**src/rtl/view_pose_scheduler_if.sv**
```systemverilog
// Pose handshake bundle between the kart engines (master) and the view pose scheduler (slave).
// The engines hold valid and data until the scheduler raises ready.
interface view_pose_scheduler_if;
  logic        p_valid_in;
  logic [10:0] p_x_in;
  logic [10:0] p_y_in;
  logic [8:0]  p_dir_in;
  logic        p_ready_out;
  logic        o_valid_in;
  logic [10:0] o_x_in;
  logic [10:0] o_y_in;
  logic        o_ready_out;

  modport master (
    output p_valid_in, p_x_in, p_y_in, p_dir_in,
    output o_valid_in, o_x_in, o_y_in,
    input  p_ready_out, o_ready_out
  );

  modport slave (
    input  p_valid_in, p_x_in, p_y_in, p_dir_in,
    input  o_valid_in, o_x_in, o_y_in,
    output p_ready_out, o_ready_out
  );
endinterface

```
**src/rtl/view_pose_scheduler.sv**
```systemverilog
// Once-per-frame pose collector: requests poses at the start of vertical blanking,
// gathers them with a timeout and commits them to the renderer in a single cycle.
module view_pose_scheduler #(
  parameter int V_ACTIVE  = 720,
  parameter int TIMEOUT   = 16384,
  parameter int P_START_X = 128,
  parameter int P_START_Y = 128,
  parameter int O_START_X = 192,
  parameter int O_START_Y = 128
) (
  input  logic                   clk_in,
  input  logic                   rst_in,
  input  logic [10:0]            hcount_in,
  input  logic [9:0]             vcount_in,
  view_pose_scheduler_if.slave   pose,
  output logic                   frame_req_out,
  output logic [10:0]            player_x_out,
  output logic [10:0]            player_y_out,
  output logic [10:0]            opponent_x_out,
  output logic [10:0]            opponent_y_out,
  output logic [8:0]             direction_out,
  output logic                   update_out,
  output logic [7:0]             miss_count_out
);

  localparam int CW = (TIMEOUT > 2) ? $clog2(TIMEOUT) : 1;
  localparam logic [CW-1:0] LAST_COUNT = CW'(TIMEOUT - 1);

  typedef enum logic [1:0] {WAIT_BLANK, COLLECT, COMMIT} state_t;

  state_t        state;
  logic [CW-1:0] timeout_count;
  logic          got_p;
  logic          got_o;
  logic [10:0]   shadow_p_x;
  logic [10:0]   shadow_p_y;
  logic [8:0]    shadow_p_dir;
  logic [10:0]   shadow_o_x;
  logic [10:0]   shadow_o_y;

  logic          frame_start;
  logic          p_take;
  logic          o_take;
  logic          got_p_next;
  logic          got_o_next;
  logic [8:0]    dir_norm;

  assign frame_start = (vcount_in == 10'(V_ACTIVE)) && (hcount_in == 11'd0);
  assign p_take      = (state == COLLECT) && pose.p_valid_in && pose.p_ready_out;
  assign o_take      = (state == COLLECT) && pose.o_valid_in && pose.o_ready_out;
  assign got_p_next  = got_p | p_take;
  assign got_o_next  = got_o | o_take;
  // 9-bit heading tops out at 511, so a single subtraction lands in 0..359
  assign dir_norm    = (pose.p_dir_in >= 9'd360) ? (pose.p_dir_in - 9'd360) : pose.p_dir_in;

  always_ff @(posedge clk_in or negedge rst_in) begin
    if (!rst_in) begin
      state            <= WAIT_BLANK;
      timeout_count    <= '0;
      got_p            <= 1'b0;
      got_o            <= 1'b0;
      pose.p_ready_out <= 1'b0;
      pose.o_ready_out <= 1'b0;
      frame_req_out    <= 1'b0;
      update_out       <= 1'b0;
      miss_count_out   <= 8'd0;
      player_x_out     <= 11'(P_START_X);
      player_y_out     <= 11'(P_START_Y);
      opponent_x_out   <= 11'(O_START_X);
      opponent_y_out   <= 11'(O_START_Y);
      direction_out    <= 9'd0;
      shadow_p_x       <= 11'(P_START_X);
      shadow_p_y       <= 11'(P_START_Y);
      shadow_p_dir     <= 9'd0;
      shadow_o_x       <= 11'(O_START_X);
      shadow_o_y       <= 11'(O_START_Y);
    end else begin
      frame_req_out <= 1'b0;
      update_out    <= 1'b0;
      case (state)
        WAIT_BLANK: begin
          pose.p_ready_out <= 1'b0;
          pose.o_ready_out <= 1'b0;
          if (frame_start) begin
            state            <= COLLECT;
            got_p            <= 1'b0;
            got_o            <= 1'b0;
            timeout_count    <= '0;
            frame_req_out    <= 1'b1;
            pose.p_ready_out <= 1'b1;
            pose.o_ready_out <= 1'b1;
          end
        end
        COLLECT: begin
          if (p_take) begin
            shadow_p_x   <= pose.p_x_in;
            shadow_p_y   <= pose.p_y_in;
            shadow_p_dir <= dir_norm;
            got_p        <= 1'b1;
          end
          if (o_take) begin
            shadow_o_x <= pose.o_x_in;
            shadow_o_y <= pose.o_y_in;
            got_o      <= 1'b1;
          end
          timeout_count <= timeout_count + 1'b1;
          // Readys drop on the same edge that closes collection
          if ((got_p_next && got_o_next) || (timeout_count == LAST_COUNT)) begin
            state            <= COMMIT;
            pose.p_ready_out <= 1'b0;
            pose.o_ready_out <= 1'b0;
          end else begin
            pose.p_ready_out <= !got_p_next;
            pose.o_ready_out <= !got_o_next;
          end
        end
        COMMIT: begin
          if (got_p) begin
            player_x_out  <= shadow_p_x;
            player_y_out  <= shadow_p_y;
            direction_out <= shadow_p_dir;
          end
          if (got_o) begin
            opponent_x_out <= shadow_o_x;
            opponent_y_out <= shadow_o_y;
          end
          update_out <= 1'b1;
          if (!(got_p && got_o) && (miss_count_out != 8'hFF)) begin
            miss_count_out <= miss_count_out + 8'd1;
          end
          state <= WAIT_BLANK;
        end
        default: begin
          state <= WAIT_BLANK;
        end
      endcase
    end
  end

endmodule

```
**src/flat_wrapper.sv**
```systemverilog
// flat-port wrapper written by rule: the top's interface ports become plain ports
module view_pose_scheduler_flat 
#(
  parameter int V_ACTIVE  = 720,
  parameter int TIMEOUT   = 16384,
  parameter int P_START_X = 128,
  parameter int P_START_Y = 128,
  parameter int O_START_X = 192,
  parameter int O_START_Y = 128
)
  (clk_in, rst_in, hcount_in, vcount_in, frame_req_out, player_x_out, player_y_out, opponent_x_out, opponent_y_out, direction_out, update_out, miss_count_out, pose_p_valid_in, pose_p_x_in, pose_p_y_in, pose_p_dir_in, pose_o_valid_in, pose_o_x_in, pose_o_y_in, pose_p_ready_out, pose_o_ready_out);
  view_pose_scheduler_if pose_i ();
  input  logic clk_in;
  input  logic rst_in;
  input  logic [10:0] hcount_in;
  input  logic [9:0] vcount_in;
  output logic frame_req_out;
  output logic [10:0] player_x_out;
  output logic [10:0] player_y_out;
  output logic [10:0] opponent_x_out;
  output logic [10:0] opponent_y_out;
  output logic [8:0] direction_out;
  output logic update_out;
  output logic [7:0] miss_count_out;
  input wire logic [$bits(pose_i.p_valid_in)-1:0] pose_p_valid_in;
  input wire logic [$bits(pose_i.p_x_in)-1:0] pose_p_x_in;
  input wire logic [$bits(pose_i.p_y_in)-1:0] pose_p_y_in;
  input wire logic [$bits(pose_i.p_dir_in)-1:0] pose_p_dir_in;
  input wire logic [$bits(pose_i.o_valid_in)-1:0] pose_o_valid_in;
  input wire logic [$bits(pose_i.o_x_in)-1:0] pose_o_x_in;
  input wire logic [$bits(pose_i.o_y_in)-1:0] pose_o_y_in;
  output wire logic [$bits(pose_i.p_ready_out)-1:0] pose_p_ready_out;
  output wire logic [$bits(pose_i.o_ready_out)-1:0] pose_o_ready_out;
  assign pose_i.p_valid_in = pose_p_valid_in;
  assign pose_i.p_x_in = pose_p_x_in;
  assign pose_i.p_y_in = pose_p_y_in;
  assign pose_i.p_dir_in = pose_p_dir_in;
  assign pose_i.o_valid_in = pose_o_valid_in;
  assign pose_i.o_x_in = pose_o_x_in;
  assign pose_i.o_y_in = pose_o_y_in;
  assign pose_p_ready_out = pose_i.p_ready_out;
  assign pose_o_ready_out = pose_i.o_ready_out;
  view_pose_scheduler #(.V_ACTIVE(V_ACTIVE), .TIMEOUT(TIMEOUT), .P_START_X(P_START_X), .P_START_Y(P_START_Y), .O_START_X(O_START_X), .O_START_Y(O_START_Y)) u_core (.clk_in(clk_in), .rst_in(rst_in), .hcount_in(hcount_in), .vcount_in(vcount_in), .pose(pose_i), .frame_req_out(frame_req_out), .player_x_out(player_x_out), .player_y_out(player_y_out), .opponent_x_out(opponent_x_out), .opponent_y_out(opponent_y_out), .direction_out(direction_out), .update_out(update_out), .miss_count_out(miss_count_out));
endmodule
```
**config.mk**
```make
export PLATFORM = sky130hd
export DESIGN_NAME = view_pose_scheduler_flat
export DESIGN_NICKNAME = d
export VERILOG_FILES = /design/src/rtl/view_pose_scheduler_if.sv /design/src/rtl/view_pose_scheduler.sv /design/src/flat_wrapper.sv
export SDC_FILE = /design/constraint.sdc
export NUM_CORES = 1
export LEC_CHECK = 0
export BUFFER_PORTS_ARGS = -buffer_cell sky130_fd_sc_hd__buf_2
export CAP_MARGIN = 20
export CORE_MARGIN = 3
export CORE_UTILIZATION = 57
export DETAILED_ROUTE_END_ITERATION = 7
export GPL_ROUTABILITY_DRIVEN = 0
export HOLD_SLACK_MARGIN = 0.12
export PLACE_DENSITY = 0.93
export SLEW_MARGIN = 30
export SYNTH_ARGS = -nofsm -noshare
export SYNTH_HDL_FRONTEND = slang
export SYNTH_SLANG_ARGS = --single-unit
```
**constraint.sdc**
```tcl
create_clock -name clk_in -period 3.3 [get_ports clk_in]
set_input_delay 0.495 -clock clk_in [delete_from_list [all_inputs] [get_ports clk_in]]
set_output_delay 0.495 -clock clk_in [all_outputs]
set_load 0.005 [all_outputs]
```
==> out/qor.yml <==
status:
  status: "finished clean"
die:
  chipWidth_um: 107
  core_area_um2: 9860
  pin_count: 143
  rows: 36
  dieArea_um2: 11400
  initial_core_util: 0.589
  die_h_um: 107
clock_network:
  cts_resized: 0
  cts_inserted_buffers: 17
  cts_setup_buffers: 0
  cts_root_buf: "clkbuf_8"
  clock-sinks: 136
  clkLatencyLatePin_ns: 0.52
  cts_tree: "built"
  clkTransAtPathRegs_ns: 0.06
  htreeDepth: 4
  cts_buffer_depth: 2
detailed_routing:
  drtPass1Iterations: 4
  drc: 0
  drtIter0Drc: 351
  wirelength_um: 13600
  wl_per_cell_um: 17.4
  wl_met2_um: 7440
  met3WireLength_um: 572
  wl_met1_um: 5290
  avgViaCountPerCell: 5.63
  vias: 4400
  top_layer_used: "met4"
  antenna_left: 0
sta:
  worstMarginPinSlew_ns: 0.796
  final_hold_viol_count: 0
  finClkSkew_ns: 0.0119
  fin_hold_ws_ns: 0.179
  relSlewSlack: 0.469
  final_max_slew_viol_count: 0
  fin_tns_setup_ns: 0
  fmax_mhz: 479
  setup_viol_count_final: 0
  min_period_ns: 2.09
  period_share: 0.632
  grt_setup_unrepaired: "false"
pwr:
  p_leak_uw: 0.00387
  ir_drop_mv: 0.240
  power.total_uw: 3630
  power_density_nw_per_um2: 502
cells_and_area:
  layout-drive-gt1-share: 0.409
  layout.nets: 716
  synthToLayoutAreaGrowth_pct: 24.3
  fin_util: 0.733
worst_setup_path:
  crit_arrival_ns: 2.48
  crit_fanout: 31
  cp.required_ns: 3.69
  crit_type: "reg2reg"
  end_kind: "register"
  startpoint_type: "register"
logic_synthesis:
  synth_top_area_frac: 0.542
  synth-seq-area-share: 0.588
  ys_types: 60
  yosysWarnings: 0
  async_reset_ff_frac: 1.00
  yosys-top-cells-area: "dfrtp_1, mux2_2, nand2_1"
  synthesis.nets: 570
  netlist_area_um2: 5810
  syn_avg_cell_area_um2: 11.9
  synth_edf_count: 0
  yosys.area.top_type: "dfrtp_1"
  synthCells: 489
  ys_ff_latch: 136
  synth_ff_type: "dfrtp_1"
global_routing:
  antenna_found_initial: 1
  grt_max_degree: 75
  grt_pass1_vias: 4482
  grt_pass1_wl_um: 22100
  grt-ovfl-total: 0
  grt_usage: 0.248
run:
  max_cap_viol_count: 0
placed_design:
  hpwl_um: 9090
  io_buffers: 142
min_path:
  hold_path.class: "in2reg"
kinds of logic (layout without fill, tap and decap cells):
logic type	Yosys count	after routing	share of synthesized area
AO/OA/AOI/OAI	56	56	0.0672
XOR/XNOR	7	7	0.0105
adder cells (fa/ha/maj)	3	3	0.00646
buffers and inverters	30	189	0.0258
flip-flops	136	136	0.588
multiplexers	78	78	0.151
other	0	1	0
AND/OR/NAND/NOR	179	179	0.151
flip-flops by register name (all words and copies together), names as in the netlist:
register and count:
u_core.timeout_count 14, u_core.opponent_x_out 11, u_core.opponent_y_out 11, u_core.player_x_out 11, u_core.player_y_out 11, u_core.shadow_o_x 11
u_core.shadow_o_y 11, u_core.shadow_p_x 11, u_core.shadow_p_y 11, u_core.direction_out 9, u_core.shadow_p_dir 9, u_core.miss_count_out 8
u_core.state 2, u_core.frame_req_out 1, u_core.got_o 1, u_core.got_p 1, u_core.pose.o_ready_out 1, u_core.pose.p_ready_out 1
u_core.update_out 1
what timing repair did:
| item | in CTS | in global routing |
|---|---|---|
| hold buffers | 1 | 0 |
| hold endpoints to repair | 58 | 0 |
| endpoints found under the setup margin | 0 | 0 |
cell usage after synthesis (all sizes together) (6+ instances only):
cell type	n
a21oi	7
buf	16
dfrtp	126
dfstp	10
inv	9
mux2	78
nand2	92
nand2b	8
nand3	11
nand4	6
nor2	23
nor4	11
o211ai	6
o21ai	16
critical path, cell delays in order (launching register included):
cell	delay (ns)
dfrtp_1	0.74
and2b_1	0.32
nand2_1	0.10
buf_4	0.37
mux2_2	0.40
cell usage in the layout, fill, tap and decap left out, types with 4 or more instances in the layout:
cell,instances
a31oi_1,4
a21oi_1,7
mux2_1,12
inv_1,9
nor4_1,9
buf_2,141
o21ai_0,13
nand3_1,11
nand4_1,5
clkinv_2,5
dfstp_2,10
dfrtp_1,126
nand2b_1,8
clkbuf_16,16
mux2_2,66
xor2_1,5
buf_4,5
nand2_1,91
o211ai_1,4
nor2_1,23
a22oi_1,4
power by group:
group,total (uW),switching (uW),internal [uW]
Sequential,1670,0.0735,1670
Clock,1850,688,1160
Combinational,110,64.3,45.3
path summary, 6_finish.rpt:
kind	startpoint	end	slack (ns)	cells past startpoint
min in group asynchronous	rst_in	u_core.shadow_o_y[10]$_DFFE_PN0P_	0.61	2
max	u_core.state[0]$_DFFE_PN0P_	u_core.player_x_out[2]$_DFFE_PN0P_	1.21	4
max in group asynchronous	rst_in	u_core.shadow_p_x[7]$_DFFE_PN1P_	1.78	3
min reg2reg	u_core.shadow_p_y[0]$_DFFE_PN0P_	u_core.shadow_p_y[0]$_DFFE_PN0P_	0.47	2
min	pose_p_x_in[4]	u_core.shadow_p_x[4]$_DFFE_PN0P_	0.18	3
max reg2reg	u_core.state[0]$_DFFE_PN0P_	u_core.player_x_out[2]$_DFFE_PN0P_	1.21	4
routing by layer:
metal,GRT usage,vias to the layer above
met5,0,-
met1,0.297,2227
li1,-,2001
met3,0.0608,22
met2,0.434,150
met4,0.0904,0
through the flow:
step	worst slack (ns)	instances	instance area, um2
floorplan	1.58	489	5810
global placement	1.08	748	6630
detailed placement	0.969	748	6630
CTS	0.932	781	7220
global route	1.10	782	7230
finish	1.21	782	7230
area by class of cell:
type	instances	area [um2]
fillers	632	2640
diodes	1	2.50
clock buffers	19	432
flip-flops and latches	136	3420
inverters	9	33.8
repair buffers	148	773
clock inverters	13	155
multi-input cells	323	2250
well taps	133	166
(Power assumes the default switching activity.)
